### src/rtl/line_sched_pkg.sv
// Shared types and constants for the line render scheduler.
package line_sched_pkg;

   // Fill state of one scanline buffer half.
   typedef enum logic [1:0] {
      HalfFree = 2'd0,
      HalfBusy = 2'd1,
      HalfFull = 2'd2
   } half_state_e;

   // Scheduler FSM states.
   typedef enum logic [1:0] {
      StIdle     = 2'd0,
      StScan     = 2'd1,
      StReq      = 2'd2,
      StWaitDone = 2'd3
   } sched_state_e;

   // Scanline buffer geometry: half 0 at 0..639, half 1 at 640..1279.
   localparam int unsigned LINE_HALF_SIZE  = 640;
   localparam int unsigned LINE_HALF1_BASE = 640;

endpackage

### src/rtl/line_buf_tracker.sv
// Fill-state tracker for the two scanline buffer halves (FREE/BUSY/FULL).
module line_buf_tracker
   import line_sched_pkg::*;
(
   input  logic       clk_i,
   input  logic       rst_ni,
   input  logic       clear_i,        // force both halves FREE (mode change)
   input  logic       mark_busy_i,    // request issued for half sel_i
   input  logic       mark_full_i,    // render finished for half sel_i
   input  logic       sel_i,
   input  logic       release_i,
   input  logic       release_idx_i,
   output logic [1:0] free_o,
   output logic [1:0] buf_full_o,
   output logic       underrun_o
);

   half_state_e half_q [2];
   half_state_e half_d [2];
   logic [1:0]  buf_full_q;
   logic [1:0]  buf_full_d;

   // Next half states; clear dominates, release only acts on a FULL half.
   always_comb begin
      for (int i = 0; i < 2; i++) begin
         half_d[i] = half_q[i];
         if (clear_i) begin
            half_d[i] = HalfFree;
         end else if (mark_busy_i && (sel_i == i[0])) begin
            half_d[i] = HalfBusy;
         end else if (mark_full_i && (sel_i == i[0])) begin
            half_d[i] = HalfFull;
         end else if (release_i && (release_idx_i == i[0]) && (half_q[i] == HalfFull)) begin
            half_d[i] = HalfFree;
         end
         free_o[i]     = (half_q[i] == HalfFree);
         buf_full_d[i] = (half_d[i] == HalfFull);
      end
      underrun_o = release_i && !clear_i && (half_q[release_idx_i] != HalfFull);
   end

   assign buf_full_o = buf_full_q;

   // Half-state and registered FULL-flag storage.
   always_ff @(posedge clk_i or negedge rst_ni) begin
      if (!rst_ni) begin
         half_q[0]  <= HalfFree;
         half_q[1]  <= HalfFree;
         buf_full_q <= 2'b00;
      end else begin
         half_q[0]  <= half_d[0];
         half_q[1]  <= half_d[1];
         buf_full_q <= buf_full_d;
      end
   end

endmodule

### src/rtl/line_render_scheduler.sv
// Schedules per-line render requests into the two scanline buffer halves.
// Optional underrun statistics are enabled with the LINE_SCHED_STATS_EN macro.
module line_render_scheduler
   import line_sched_pkg::*;
#(
   parameter int unsigned LINE_W = 11
) (
   input  logic              sys_clk,
   input  logic              reset_n,
   input  logic              frame_start,
   input  logic              mode_changed,
   input  logic [LINE_W-1:0] lines_per_frame,
   input  logic              buf_release,
   input  logic              buf_release_idx,
   output logic              render_req,
   output logic [LINE_W-1:0] render_line,
   output logic              render_buf,
   input  logic              render_ack,
   input  logic              render_done,
   output logic              render_abort,
   output logic              frame_done,
   output logic [1:0]        buf_full,
   output logic [15:0]       underrun_cnt
);

   sched_state_e      state_q, state_d;
   logic [LINE_W-1:0] lpf_q, lpf_d;
   logic [LINE_W-1:0] line_q, line_d;
   logic              next_buf_q, next_buf_d;
   logic              restart_q, restart_d;
   logic              done_pend_q, done_pend_d;  // render_done seen in the ack cycle
   logic              req_q, req_d;
   logic [LINE_W-1:0] rline_q, rline_d;
   logic              rbuf_q, rbuf_d;
   logic              abort_q, abort_d;
   logic              fdone_q, fdone_d;

   logic       mark_busy, mark_full, clear_all;
   logic [1:0] half_free;
   logic       underrun;

   line_buf_tracker u_tracker (
      .clk_i         (sys_clk),
      .rst_ni        (reset_n),
      .clear_i       (clear_all),
      .mark_busy_i   (mark_busy),
      .mark_full_i   (mark_full),
      .sel_i         (next_buf_q),
      .release_i     (buf_release),
      .release_idx_i (buf_release_idx),
      .free_o        (half_free),
      .buf_full_o    (buf_full),
      .underrun_o    (underrun)
   );

   // FSM next state and registered-output next values; mode change wins over all.
   always_comb begin
      state_d     = state_q;
      lpf_d       = lpf_q;
      line_d      = line_q;
      next_buf_d  = next_buf_q;
      restart_d   = restart_q;
      done_pend_d = done_pend_q;
      req_d       = req_q;
      rline_d     = rline_q;
      rbuf_d      = rbuf_q;
      abort_d     = 1'b0;
      fdone_d     = 1'b0;
      mark_busy   = 1'b0;
      mark_full   = 1'b0;
      clear_all   = 1'b0;

      if (mode_changed) begin
         state_d     = StIdle;
         clear_all   = 1'b1;
         req_d       = 1'b0;
         restart_d   = 1'b0;
         done_pend_d = 1'b0;
         abort_d     = (state_q == StReq) || (state_q == StWaitDone);
      end else begin
         if (frame_start && (state_q != StIdle)) begin
            restart_d = 1'b1;
         end
         unique case (state_q)
            StIdle: begin
               if (frame_start || restart_q) begin
                  lpf_d      = lines_per_frame;
                  line_d     = '0;
                  next_buf_d = 1'b0;
                  restart_d  = 1'b0;
                  state_d    = StScan;
               end
            end
            StScan: begin
               if (line_q == lpf_q) begin
                  fdone_d = 1'b1;
                  state_d = StIdle;
               end else if (half_free[next_buf_q]) begin
                  rline_d   = line_q;
                  rbuf_d    = next_buf_q;
                  mark_busy = 1'b1;
                  req_d     = 1'b1;
                  state_d   = StReq;
               end
            end
            StReq: begin
               if (render_ack) begin
                  req_d       = 1'b0;
                  done_pend_d = render_done;
                  state_d     = StWaitDone;
               end
            end
            StWaitDone: begin
               if (render_done || done_pend_q) begin
                  mark_full   = 1'b1;
                  done_pend_d = 1'b0;
                  state_d     = StScan;
                  // A frame_start seen during the line restarts at line 0 on entry to SCAN.
                  if (restart_q || frame_start) begin
                     restart_d  = 1'b0;
                     lpf_d      = lines_per_frame;
                     line_d     = '0;
                     next_buf_d = 1'b0;
                  end else begin
                     line_d     = line_q + LINE_W'(1);
                     next_buf_d = ~next_buf_q;
                  end
               end
            end
            default: state_d = StIdle;
         endcase
      end
   end

   // FSM state register.
   always_ff @(posedge sys_clk or negedge reset_n) begin
      if (!reset_n) begin
         state_q <= StIdle;
      end else begin
         state_q <= state_d;
      end
   end

   // Datapath and output registers.
   always_ff @(posedge sys_clk or negedge reset_n) begin
      if (!reset_n) begin
         lpf_q       <= '0;
         line_q      <= '0;
         next_buf_q  <= 1'b0;
         restart_q   <= 1'b0;
         done_pend_q <= 1'b0;
         req_q       <= 1'b0;
         rline_q     <= '0;
         rbuf_q      <= 1'b0;
         abort_q     <= 1'b0;
         fdone_q     <= 1'b0;
      end else begin
         lpf_q       <= lpf_d;
         line_q      <= line_d;
         next_buf_q  <= next_buf_d;
         restart_q   <= restart_d;
         done_pend_q <= done_pend_d;
         req_q       <= req_d;
         rline_q     <= rline_d;
         rbuf_q      <= rbuf_d;
         abort_q     <= abort_d;
         fdone_q     <= fdone_d;
      end
   end

   assign render_req   = req_q;
   assign render_line  = rline_q;
   assign render_buf   = rbuf_q;
   assign render_abort = abort_q;
   assign frame_done   = fdone_q;

`ifdef LINE_SCHED_STATS_EN
   logic [15:0] ucnt_q;

   // Saturating count of releases that hit a FREE or BUSY half.
   always_ff @(posedge sys_clk or negedge reset_n) begin
      if (!reset_n) begin
         ucnt_q <= 16'h0000;
      end else if (underrun && (ucnt_q != 16'hFFFF)) begin
         ucnt_q <= ucnt_q + 16'h0001;
      end
   end

   assign underrun_cnt = ucnt_q;
`else
   logic unused_underrun;
   assign unused_underrun = underrun;
   assign underrun_cnt    = 16'h0000;
`endif

endmodule

### config.mk
export PLATFORM = sky130hd
export DESIGN_NAME = line_render_scheduler
export DESIGN_NICKNAME = d
export VERILOG_FILES = /design/src/rtl/line_sched_pkg.sv /design/src/rtl/line_buf_tracker.sv /design/src/rtl/line_render_scheduler.sv
export SDC_FILE = /design/constraint.sdc
export NUM_CORES = 1
export LEC_CHECK = 0
export ABC_AREA = 0
export BUFFER_PORTS_ARGS = -buffer_cell sky130_fd_sc_hd__buf_2
export CAP_MARGIN = 30
export CORE_MARGIN = 4
export CORE_UTILIZATION = 35
export DETAILED_ROUTE_END_ITERATION = 6
export HOLD_SLACK_MARGIN = 0.02
export PLACE_DENSITY_LB_ADDON = 0.25
export REMOVE_ABC_BUFFERS = 1
export SLEW_MARGIN = 25
export SYNTH_ARGS = -nofsm -noshare
export SYNTH_HDL_FRONTEND = slang
export SYNTH_SLANG_ARGS = --single-unit
export TNS_END_PERCENT = 30
### constraint.sdc
create_clock -name sys_clk -period 2.1 [get_ports sys_clk]
set_input_delay 0.105 -clock sys_clk [delete_from_list [all_inputs] [get_ports sys_clk]]
set_output_delay 0.105 -clock sys_clk [all_outputs]
set_load 0.02 [all_outputs]
==> run metrics <==
clk_lat worst skew=0.30 ns; max-slew violations=0; Period Utilization, post-route=93.9%; Crit Path Max Fanout=16; Total GRT Usage=12.5%; pre-CTS setup slack=-0.0000904 ns; FMAX=0.507 GHz; TritonCTS clock tree=yes; via/cell ratio=4.73; CP required=2.32 ns; max incr delay on CP=0.51 ns; Final Core Density=42.7%; Worst Setup SP=state_q[1]; Hold Crit Class=in -> reg; Cells after Synth=237; Syn Area/Cell=10.8 sq um; clock root cell=clkbuf_8; 1st-iter DRT viols=106; post-synthesis compound-gate area fraction=11.1%; largest family of logic cells by synthesized area=simple AND/OR/NAND/NOR gates; clock-pin slew on the worst setup and hold paths=0.09 ns; slowest CP cell=or4_4; I/O pin count=52; Synth Register Bits=48; worst-path cell chain=inv_1 > ha_4 > or4_4 > buf_4 > nor3_1 > a21oi_1 > o21ai_0; CTS buffer count=5; Setup Crit Path Kind=reg -> reg; DRT Wirelength=5210 microns; Period minus WS final=1.97 ns; final setup margin=0.128 ns; core box area=0.00694 sq mm; input/output buffers=35; Post-route DRC=0; synth warn=0; clock skew=0.00880 ns; Register Area=0.00120 sq mm; fraction of layout cells with a size suffix above 1=32.6%; placer's final routability congestion estimate=0.787; Post-Layout Cell Count=378; post-placement cell count=371; grt ovf=0; height of the die=93.7 microns; hpwl dp=3800 microns; die area=0.00878 sq mm; CP Capture Type=flop; Antenna Nets Post-Route=0; mux cell area share after synthesis=12.7%; vias in the first global route=1760; Critical Path AT=2.19 ns; Finished Cell Area=0.00297 sq mm; Post-Synth Simple-Gate Area=13.7%; xor/xnor share of the synthesized area=3.75%; DP Area=0.00284 sq mm; synth unique cells=45; wire per inst=13.8 microns; CP startpoint kind=flop; clock buffer depth=2; area delta synth->final=15.4%; Post-CTS Setup Bufs=0; Sink Count=48; final setup fails=0; nets=308; routed vias=1787; register area share after synthesis=46.7%; chip width=93.7 microns; ANT cells=0; Pre-antenna DRT Iters=4; max-cap violations=0; fillers=693; Hold Vio Cnt, Final=0; peak supply drop=317 uV; initial antenna violation count=0; effective utilization at floorplan=37.0%; # H-tree levels=2; Pwr per Cell Area=879 mW/mm^2; largest net degree at the start of global routing=26; Synth Area in Adders=2.92%; synthesized cell area=0.00257 sq mm; area of the multi-input gates=0.00121 sq mm; status=completed; Hold Path Origin=lines_per_frame[2]; FF-to-FF Start=state_q[1]; static leakage=1.46 nW; # rows=30; first-pass GRT wire length=8760 microns
state kept, by name, summed over array words and instances (netlist names):
register and flops:
line_q 11, render_buf 1, render_req 1, render_abort 1
restart_q 1, frame_done 1, next_buf_q 1, render_line 11
lpf_q 11, u_tracker.half_q 4, state_q 2, u_tracker.buf_full_o 2
done_pend_q 1
timing repair:
action,CTS,global route
setup endpoints to repair,2,6
hold endpoints to repair,48,0
resized for setup,1,3
hold buffers,1,0
stage by stage:
| stage | TNS [ns] | power, mW | hold WS (ns) |
|---|---|---|---|
| finish | 0 | 2.61 | 0.0328 |
| global route | -0.0123 | 2.78 | 0.0286 |
| CTS | 0 | 2.62 | 0.0264 |
| detailed placement | -0.0000904 | 1.96 | -0.0720 |
| global placement | 0 | 1.95 | -0.0720 |
| floorplan | -13.78 | 1.72 | -0.191 |
worst paths after layout:
check / depth (start not counted) / slack [ns] / to
max: 7 / 0.13 / line_q[3]
max in group asynchronous: 3 / 1.40 / line_q[2]
min in group asynchronous: 2 / 0.15 / render_line[9]
max reg2reg: 7 / 0.13 / line_q[3]
min reg2reg: 1 / 0.50 / render_buf
min: 2 / 0.03 / lpf_q[2]
routing by layer:
| layer | share of wire (%) | GRT usage (%) |
|---|---|---|
| met5 | 0 | 0 |
| met4 | 1.4 | 3.85 |
| met3 | 4.4 | 2.48 |
| met2 | 46 | 19.2 |
| met1 | 49 | 17.8 |
cell usage in the layout (no fill, tap or decap), types with 6 or more instances in the layout:
cell	count
dfrtp_1	47
buf_4	16
a21oi_1	7
conb_1	16
nor2_1	20
buf_2	35
xor2_1	11
inv_1	6
o21ai_0	17
nand2_1	14
mux2_2	20
cells in the mapped netlist (all sizes together):
master   number  area (sq um)
dfrtp        48          1200
buf          24           190
mux2         24           285
nor2         20          75.1
o21ai        19          95.1
nand2        14          52.6
xor2         11          96.3
a21oi         7          35.0
inv           7          26.3
ha            6          75.1
nor3          5          25.0
clkbuf        4          16.3
mux2i         4          40.0
nand3         4          20.0
nor3b         4          41.3
a211oi        3          22.5
nand2b        3          33.8
o31ai         3          22.5
a221oi        2          30.0
a32o          2          20.0
and3          2          12.5
nand4         2          12.5
nor2b         2          12.5
nor4          2          12.5
o2111ai       2          17.5
o21a          2          15.0
or4           2          18.8
a2111o        1          11.3
a31oi         1          6.26
and2          1          6.26
and4          1          8.76
conb          1          3.75
nand3b        1          7.51
o311ai        1          8.76
or2           1          6.26
or3           1          6.26
layout make-up:
type,count,share of cell area [%]
Clock buffer,5,2.32
Clock inverter,1,1.01
Inverter,7,0.886
Multi-Input combinational cell,169,40.9
Sequential cell,48,40.5
Tap cell,96,4.05
Timing Repair Buffer,52,10.3
cells by family (layout without fill, tap and decap cells):
family,Yosys count,in the layout
AOI/OAI and AO/OA,43,43
and+or+nand+nor,65,65
adders and majority gates,6,6
xor gates and xnor gates,11,11
muxes,28,28
buffers and inverters,35,65
DFF,48,48
other,1,16
worst max-delay path, delay by kind of cell (launching register included):
kind	cells	cell delay, ns
and+or+nand+nor	2	0.69
DFF	1	0.41
buffers and inverters	2	0.36
adders and majority gates	1	0.24
AOI/OAI and AO/OA	2	0.19
power by group:
| part | switching, mW | internal (mW) |
|---|---|---|
| Sequential | 0.112 | 1.08 |
| Clock | 0.295 | 0.342 |
| Combinational | 0.404 | 0.377 |
| Total | 0.812 | 1.79 |
(Power assumes the default switching activity.)
